## config.mk

```make
export PLATFORM = sky130hd
export DESIGN_NAME = lim_ramp_sched_flat
export DESIGN_NICKNAME = d
export VERILOG_FILES = /design/src/rtl/lim_ramp_sched_if.sv /design/src/rtl/lim_ramp_sched.sv /design/src/flat_wrapper.sv
export SDC_FILE = /design/constraint.sdc
export NUM_CORES = 1
export LEC_CHECK = 0
export ABC_AREA = 1
export BUFFER_PORTS_ARGS = -buffer_cell sky130_fd_sc_hd__buf_2
export CAP_MARGIN = 20
export CORE_MARGIN = 4
export CORE_UTILIZATION = 50
export CTS_BUF_LIST = sky130_fd_sc_hd__clkbuf_4
export DETAILED_ROUTE_END_ITERATION = 10
export HOLD_SLACK_MARGIN = 0.08
export PLACE_DENSITY_LB_ADDON = 0.1
export SLEW_MARGIN = 30
export SYNTH_ARGS = -nofsm -noshare
export SYNTH_HDL_FRONTEND = slang
export SYNTH_SLANG_ARGS = --single-unit
```

## constraint.sdc

```tcl
create_clock -name clk -period 5.1 [get_ports clk]
set_input_delay 0.51 -clock clk [delete_from_list [all_inputs] [get_ports clk]]
set_output_delay 0.51 -clock clk [all_outputs]
set_load 0.02 [all_outputs]
```

## src/rtl/lim_ramp_sched_if.sv

```systemverilog
// lim_ramp_sched_if: control and status bundle of the limit ramp scheduler.
// master drives ramp/monitor inputs, slave returns limit and saturation status.
interface lim_ramp_sched_if #(
    parameter int RES   = 14,
    parameter int PER_W = 16,
    parameter int CNT_W = 16
);
    logic                    start;
    logic                    abort;
    logic        [RES-1:0]   lim_init;
    logic        [RES-1:0]   lim_tgt;
    logic        [PER_W-1:0] period;
    logic        [CNT_W-1:0] sat_max;
    logic signed [RES-1:0]   in;
    logic                    clr_alarm;
    logic        [RES-1:0]   lim;
    logic                    busy;
    logic                    done;
    logic                    sat;
    logic        [CNT_W-1:0] sat_cnt;
    logic                    alarm;

    modport master (
        output start, abort, lim_init, lim_tgt, period,
        output sat_max, in, clr_alarm,
        input  lim, busy, done, sat, sat_cnt, alarm
    );

    modport slave (
        input  start, abort, lim_init, lim_tgt, period,
        input  sat_max, in, clr_alarm,
        output lim, busy, done, sat, sat_cnt, alarm
    );
endinterface

```

## src/rtl/lim_ramp_sched.sv

```systemverilog
// lim_ramp_sched: steps a saturator limit exponent toward a target and tracks saturation runs.
// Define LIM_SAT_ALARM_STICKY_EN to make the alarm latch until clr_alarm.
module lim_ramp_sched #(
    parameter int RES   = 14,
    parameter int PER_W = 16,
    parameter int CNT_W = 16
) (
    input  logic               clk,
    input  logic               rst,
    lim_ramp_sched_if.slave    bus
);
    localparam int             LMAX_I = RES - 1;
    localparam logic [RES-1:0] LMAX   = LMAX_I[RES-1:0];

    typedef enum logic [1:0] {
        IDLE = 2'd0,
        RAMP = 2'd1,
        HOLD = 2'd2
    } state_t;

    state_t           r_state;
    state_t           w_nxt_state;
    logic [RES-1:0]   r_lim;
    logic [RES-1:0]   w_nxt_lim;
    logic [PER_W-1:0] r_cnt;
    logic [PER_W-1:0] w_nxt_cnt;
    logic             r_done;
    logic             w_nxt_done;
    logic             w_busy;
    logic [RES-1:0]   w_init_c;
    logic [RES-1:0]   w_tgt_c;
    logic [RES-1:0]   w_in_u;
    logic [RES-1:0]   w_pos_sh;
    logic [RES-1:0]   w_neg_sh;
    logic             w_sat;
    logic             r_sat;
    logic [CNT_W-1:0] r_sat_cnt;
    logic             w_alarm_cond;
    logic             r_alarm;

    assign w_init_c = (bus.lim_init > LMAX) ? LMAX : bus.lim_init;
    assign w_tgt_c  = (bus.lim_tgt > LMAX) ? LMAX : bus.lim_tgt;

    always_ff @(posedge clk) begin
        if (rst) begin
            r_state <= IDLE;
            r_lim   <= LMAX;
            r_cnt   <= '0;
            r_done  <= 1'b0;
        end else begin
            r_state <= w_nxt_state;
            r_lim   <= w_nxt_lim;
            r_cnt   <= w_nxt_cnt;
            r_done  <= w_nxt_done;
        end
    end

    always_comb begin
        w_nxt_state = r_state;
        w_nxt_lim   = r_lim;
        w_nxt_cnt   = r_cnt;
        w_nxt_done  = 1'b0;
        if (bus.abort) begin
            w_nxt_state = IDLE;
            w_nxt_cnt   = '0;
        end else if (bus.start) begin
            w_nxt_state = RAMP;
            w_nxt_lim   = w_init_c;
            w_nxt_cnt   = '0;
        end else begin
            unique case (r_state)
                RAMP: begin
                    if (r_lim == w_tgt_c) begin
                        w_nxt_state = HOLD;
                        w_nxt_done  = 1'b1;
                    end else if (r_cnt == bus.period) begin
                        w_nxt_cnt = '0;
                        w_nxt_lim = (r_lim < w_tgt_c) ? r_lim + 1'b1
                                                      : r_lim - 1'b1;
                    end else begin
                        w_nxt_cnt = r_cnt + 1'b1;
                    end
                end
                HOLD: begin
                    if (w_tgt_c != r_lim) begin
                        w_nxt_state = RAMP;
                        w_nxt_cnt   = '0;
                    end
                end
                IDLE: begin
                    w_nxt_state = IDLE;
                end
                default: begin
                    w_nxt_state = IDLE;
                end
            endcase
        end
    end

    always_comb begin
        w_busy = (r_state == RAMP);
    end

    // Any bit surviving the shift means |in| does not fit the current lim.
    assign w_in_u   = bus.in;
    assign w_pos_sh = w_in_u >> r_lim;
    assign w_neg_sh = (~w_in_u) >> r_lim;
    assign w_sat    = w_in_u[RES-1] ? (w_neg_sh != '0) : (w_pos_sh != '0);

    assign w_alarm_cond = (bus.sat_max != '0) && (r_sat_cnt >= bus.sat_max);

    always_ff @(posedge clk) begin
        if (rst) begin
            r_sat     <= 1'b0;
            r_sat_cnt <= '0;
        end else begin
            r_sat <= w_sat;
            if (!r_sat) begin
                r_sat_cnt <= '0;
            end else if (!(&r_sat_cnt)) begin
                r_sat_cnt <= r_sat_cnt + 1'b1;
            end
        end
    end

`ifdef LIM_SAT_ALARM_STICKY_EN
    always_ff @(posedge clk) begin
        if (rst) begin
            r_alarm <= 1'b0;
        end else begin
            r_alarm <= w_alarm_cond | (r_alarm & ~bus.clr_alarm);
        end
    end
`else
    logic w_unused_clr;
    assign w_unused_clr = bus.clr_alarm;

    always_ff @(posedge clk) begin
        if (rst) begin
            r_alarm <= 1'b0;
        end else begin
            r_alarm <= w_alarm_cond;
        end
    end
`endif

    assign bus.lim     = r_lim;
    assign bus.busy    = w_busy;
    assign bus.done    = r_done;
    assign bus.sat     = r_sat;
    assign bus.sat_cnt = r_sat_cnt;
    assign bus.alarm   = r_alarm;
endmodule
```

## src/flat_wrapper.sv

```systemverilog
// flat-port wrapper written by rule: the top's interface ports become plain ports
module lim_ramp_sched_flat 
#(
    parameter int RES   = 14,
    parameter int PER_W = 16,
    parameter int CNT_W = 16
)
  (clk, rst, bus_start, bus_abort, bus_lim_init, bus_lim_tgt, bus_period, bus_sat_max, bus_in, bus_clr_alarm, bus_lim, bus_busy, bus_done, bus_sat, bus_sat_cnt, bus_alarm);
  lim_ramp_sched_if #(.RES(RES), .PER_W(PER_W), .CNT_W(CNT_W)) bus_i ();
  input  logic clk;
  input  logic rst;
  input wire logic [$bits(bus_i.start)-1:0] bus_start;
  input wire logic [$bits(bus_i.abort)-1:0] bus_abort;
  input wire logic [$bits(bus_i.lim_init)-1:0] bus_lim_init;
  input wire logic [$bits(bus_i.lim_tgt)-1:0] bus_lim_tgt;
  input wire logic [$bits(bus_i.period)-1:0] bus_period;
  input wire logic [$bits(bus_i.sat_max)-1:0] bus_sat_max;
  input wire logic [$bits(bus_i.in)-1:0] bus_in;
  input wire logic [$bits(bus_i.clr_alarm)-1:0] bus_clr_alarm;
  output wire logic [$bits(bus_i.lim)-1:0] bus_lim;
  output wire logic [$bits(bus_i.busy)-1:0] bus_busy;
  output wire logic [$bits(bus_i.done)-1:0] bus_done;
  output wire logic [$bits(bus_i.sat)-1:0] bus_sat;
  output wire logic [$bits(bus_i.sat_cnt)-1:0] bus_sat_cnt;
  output wire logic [$bits(bus_i.alarm)-1:0] bus_alarm;
  assign bus_i.start = bus_start;
  assign bus_i.abort = bus_abort;
  assign bus_i.lim_init = bus_lim_init;
  assign bus_i.lim_tgt = bus_lim_tgt;
  assign bus_i.period = bus_period;
  assign bus_i.sat_max = bus_sat_max;
  assign bus_i.in = bus_in;
  assign bus_i.clr_alarm = bus_clr_alarm;
  assign bus_lim = bus_i.lim;
  assign bus_busy = bus_i.busy;
  assign bus_done = bus_i.done;
  assign bus_sat = bus_i.sat;
  assign bus_sat_cnt = bus_i.sat_cnt;
  assign bus_alarm = bus_i.alarm;
  lim_ramp_sched #(.RES(RES), .PER_W(PER_W), .CNT_W(CNT_W)) u_core (.clk(clk), .rst(rst), .bus(bus_i));
endmodule
```

==> run_results.csv <==
group,metric,value,unit
global_routing,antenna_found_initial,0,
drt,drc_errors,0,
critical_path,end_kind,"flop",
global_routing,grtUsageMet2,41.1,%
die,rows,35,
drt,drtAntennaViolNets,0,
power,vdd_drop_max,0.0823,mV
sta,slew-limit-headroom,63.7,%
sta,finalHoldViolCount,0,
drt,drt_pass1_iterations,5,
cells_and_area,diodes,0,
drt,routed_wirelength,12000,um
clocking,tritoncts,"yes",
sta,period_minus_slack,3590,ps
clocking,htree_levels,2,
clocking,cts_setup_buffers,0,
cells_and_area,area_growth_syn_to_layout,15.6,%
sta,maxSlewViolCount,0,
place,port_buffers,111,
sta,fin_skew,17.2,ps
yosys,avgSynthCellArea,5.99,sq um
global_routing,use_met1,25.0,%
cells_and_area,drive_gt1_share,16.0,%
global_routing,busiest_layer,"met2",
yosys,yosysWarnings,0,
yosys,ys_ff_latch,51,
clocking,cts-root-buf,"clkbuf_4",
sta,setup_viol,0,
clocking,clockBufferDepth,2,
power,leakage,0.00290,uW
yosys,synth_area,4750,sq um
critical_path,slowest_stage,"nand2_1",
global_routing,grt_usage,21.4,%
critical_path,crit_required,5420,ps
die,start_util,51.4,%
die,ioPinCount,113,
power,pwr_density_cell,148,nW/um^2
global_routing,grt_max_degree,23,
drt,drt_iter0_markers,153,
sta,finalCritPeriodShare,70.4,%
global_routing,gr-total-overflow,0,
global_routing,grt_pass1_vias,4938,
die,die_h,106,um
drt,wl_per_cell,11.5,um
yosys,synth.distinct_cells,42,
place,place_hpwl,9860,um
sta,tns,0,ps
place,gp_congestion,0.853,
drt,via_per_inst,5.01,
job,maxCapViolCount,0,
critical_path,crit_path_start_kind,"input port",
die,die_w,106,um
drt,vias,5211,
die,dieArea,11100,sq um
cells_and_area,fin_nets,1038,
clocking,insertion_delay,380,ps
yosys,seq_area_frac_synth,21.5,%
critical_path,crit_top_cell,"nand2_1",
global_routing,grt_pass1_wl,20500,um
clocking,ctsResizeCount,0,
clocking,cts_buffers,5,
clocking,clock-sinks,51,
critical_path,crit_type,"input port to flop",
clocking,clkTransAtPathRegs,150,ps
global_routing,use_met3,3.18,%
yosys,synth_cells,793,
clocking,hold_buffers,0,
power,power,816,uW
critical_path,slowest_delay,420,ps
critical_path,worstPathMaxFanout,14,
critical_path,critPathArrivalTime,3910,ps
worst_hold_path,hold_path.class,"input port to flop",
sta,fmax,278,MHz
die,coreArea,9240,sq um
sta,rsz0062_at_grt,"false",
sta,worst_slew_pin_slew,544,ps
status,status,"finished, final reports clean",
## routing by layer
layer	share of wire [%]	wire, um	up-vias
met4	1.1	133	0
met1	44	5260	2312
met2	50	6050	119
met5	0	0	-
li1	-	-	2767
met3	4.6	554	13
## stage by stage
step           util [%]  hold WS (ps)  setup WS [ps]  instances  area, sq um
6_report           59.5           378           1510       1041         5500
5_1_grt            59.5           373           1130       1041         5500
4_1_cts            59.5           364           1540       1041         5500
3_5_place_dp       58.9           481           1150       1033         5440
3_3_place_gp       58.9           474           1250       1033         5440
2_1_floorplan         -           457           1780        802         4790
## power by group
| group | switching (uW) | internal, uW |
|---|---|---|
| registers | 12.6 | 406 |
| clock network | 137 | 52.9 |
| logic | 124 | 82.6 |
## final cells by class
cell class              count  area, sq um
clock buffers               5         37.5
clock inverters             3         20.0
fillers                   939         3740
inverters                 134          503
multi-input cells         608         3200
flip-flops and latches     51         1020
well taps                 129          161
repair buffers            111          556
## kinds of logic after synthesis
| group | after synthesis | share of synthesized area, % |
|---|---|---|
| compound gates | 108 | 12.0 |
| fa+ha+maj | 48 | 12.8 |
| buf+inv | 143 | 12.0 |
| flops | 51 | 21.5 |
| other cells | 1 | 0.0789 |
| xor+xnor | 11 | 2.03 |
| simple gates | 431 | 39.6 |
## cell usage after synthesis (all sizes together)
master,count,area (sq um)
nor4,12,75.1
nand4,10,62.6
and2,2,12.5
ha,47,588
conb,1,3.75
nand3,52,278
o21bai,1,7.51
inv,133,499
nand3b,4,30.0
a21boi,2,15.0
o311ai,1,8.76
nor3,14,70.1
xor2,7,61.3
o31ai,1,7.51
nor3b,6,61.3
nor2,90,355
or2,5,31.3
o211ai,2,15.0
nand2,236,908
o21ai,34,170
a21oi,63,323
fa,1,20.0
a31oi,3,18.8
xnor2,4,35.0
buf,8,61.3
clkbuf,1,3.75
o22ai,1,6.26
dfxtp,51,1020
clkinv,1,3.75
## worst paths after layout
check,from,end,slack (ps),cells after the start
worst min-delay path,rst,u_core.bus.lim[12],380,2
worst min register to register,u_core.r_cnt[14],u_core.r_cnt[14],500,2
worst max register to register,u_core.bus.lim[0],u_core.bus.lim[13],1530,21
worst max-delay path,bus_lim_tgt[7],u_core.bus.lim[13],1510,25
## worst max-delay path, delay by kind of cell
kind / cells / cell delay [ps]
AO/OA/AOI/OAI: 1 / 150
adder cells (fa/ha/maj): 2 / 570
buffers and inverters: 4 / 260
AND/OR/NAND/NOR: 18 / 2420
## layout by cell type (no fill, tap or decap), types with 5 or more instances in the layout
| cell | instances |
|---|---|
| a21oi_1 | 61 |
| conb_1 | 10 |
| nor3_1 | 14 |
| nor4_1 | 12 |
| nand3_1 | 50 |
| inv_1 | 127 |
| inv_2 | 6 |
| buf_2 | 111 |
| ha_1 | 47 |
| nand4_1 | 10 |
| xor2_1 | 7 |
| clkbuf_4 | 5 |
| nor2_1 | 85 |
| or2_2 | 5 |
| dfxtp_1 | 51 |
| o21ai_0 | 32 |
| nand2_1 | 231 |
## flip-flops by register name (all words and copies together), names as in the netlist
name                flops
u_core.bus.sat_cnt     16
u_core.r_cnt           16
u_core.bus.lim         14
u_core.r_state          2
u_core.bus.alarm        1
u_core.bus.done         1
u_core.bus.sat          1
Note: power is estimated with default switching activity, not from simulation.
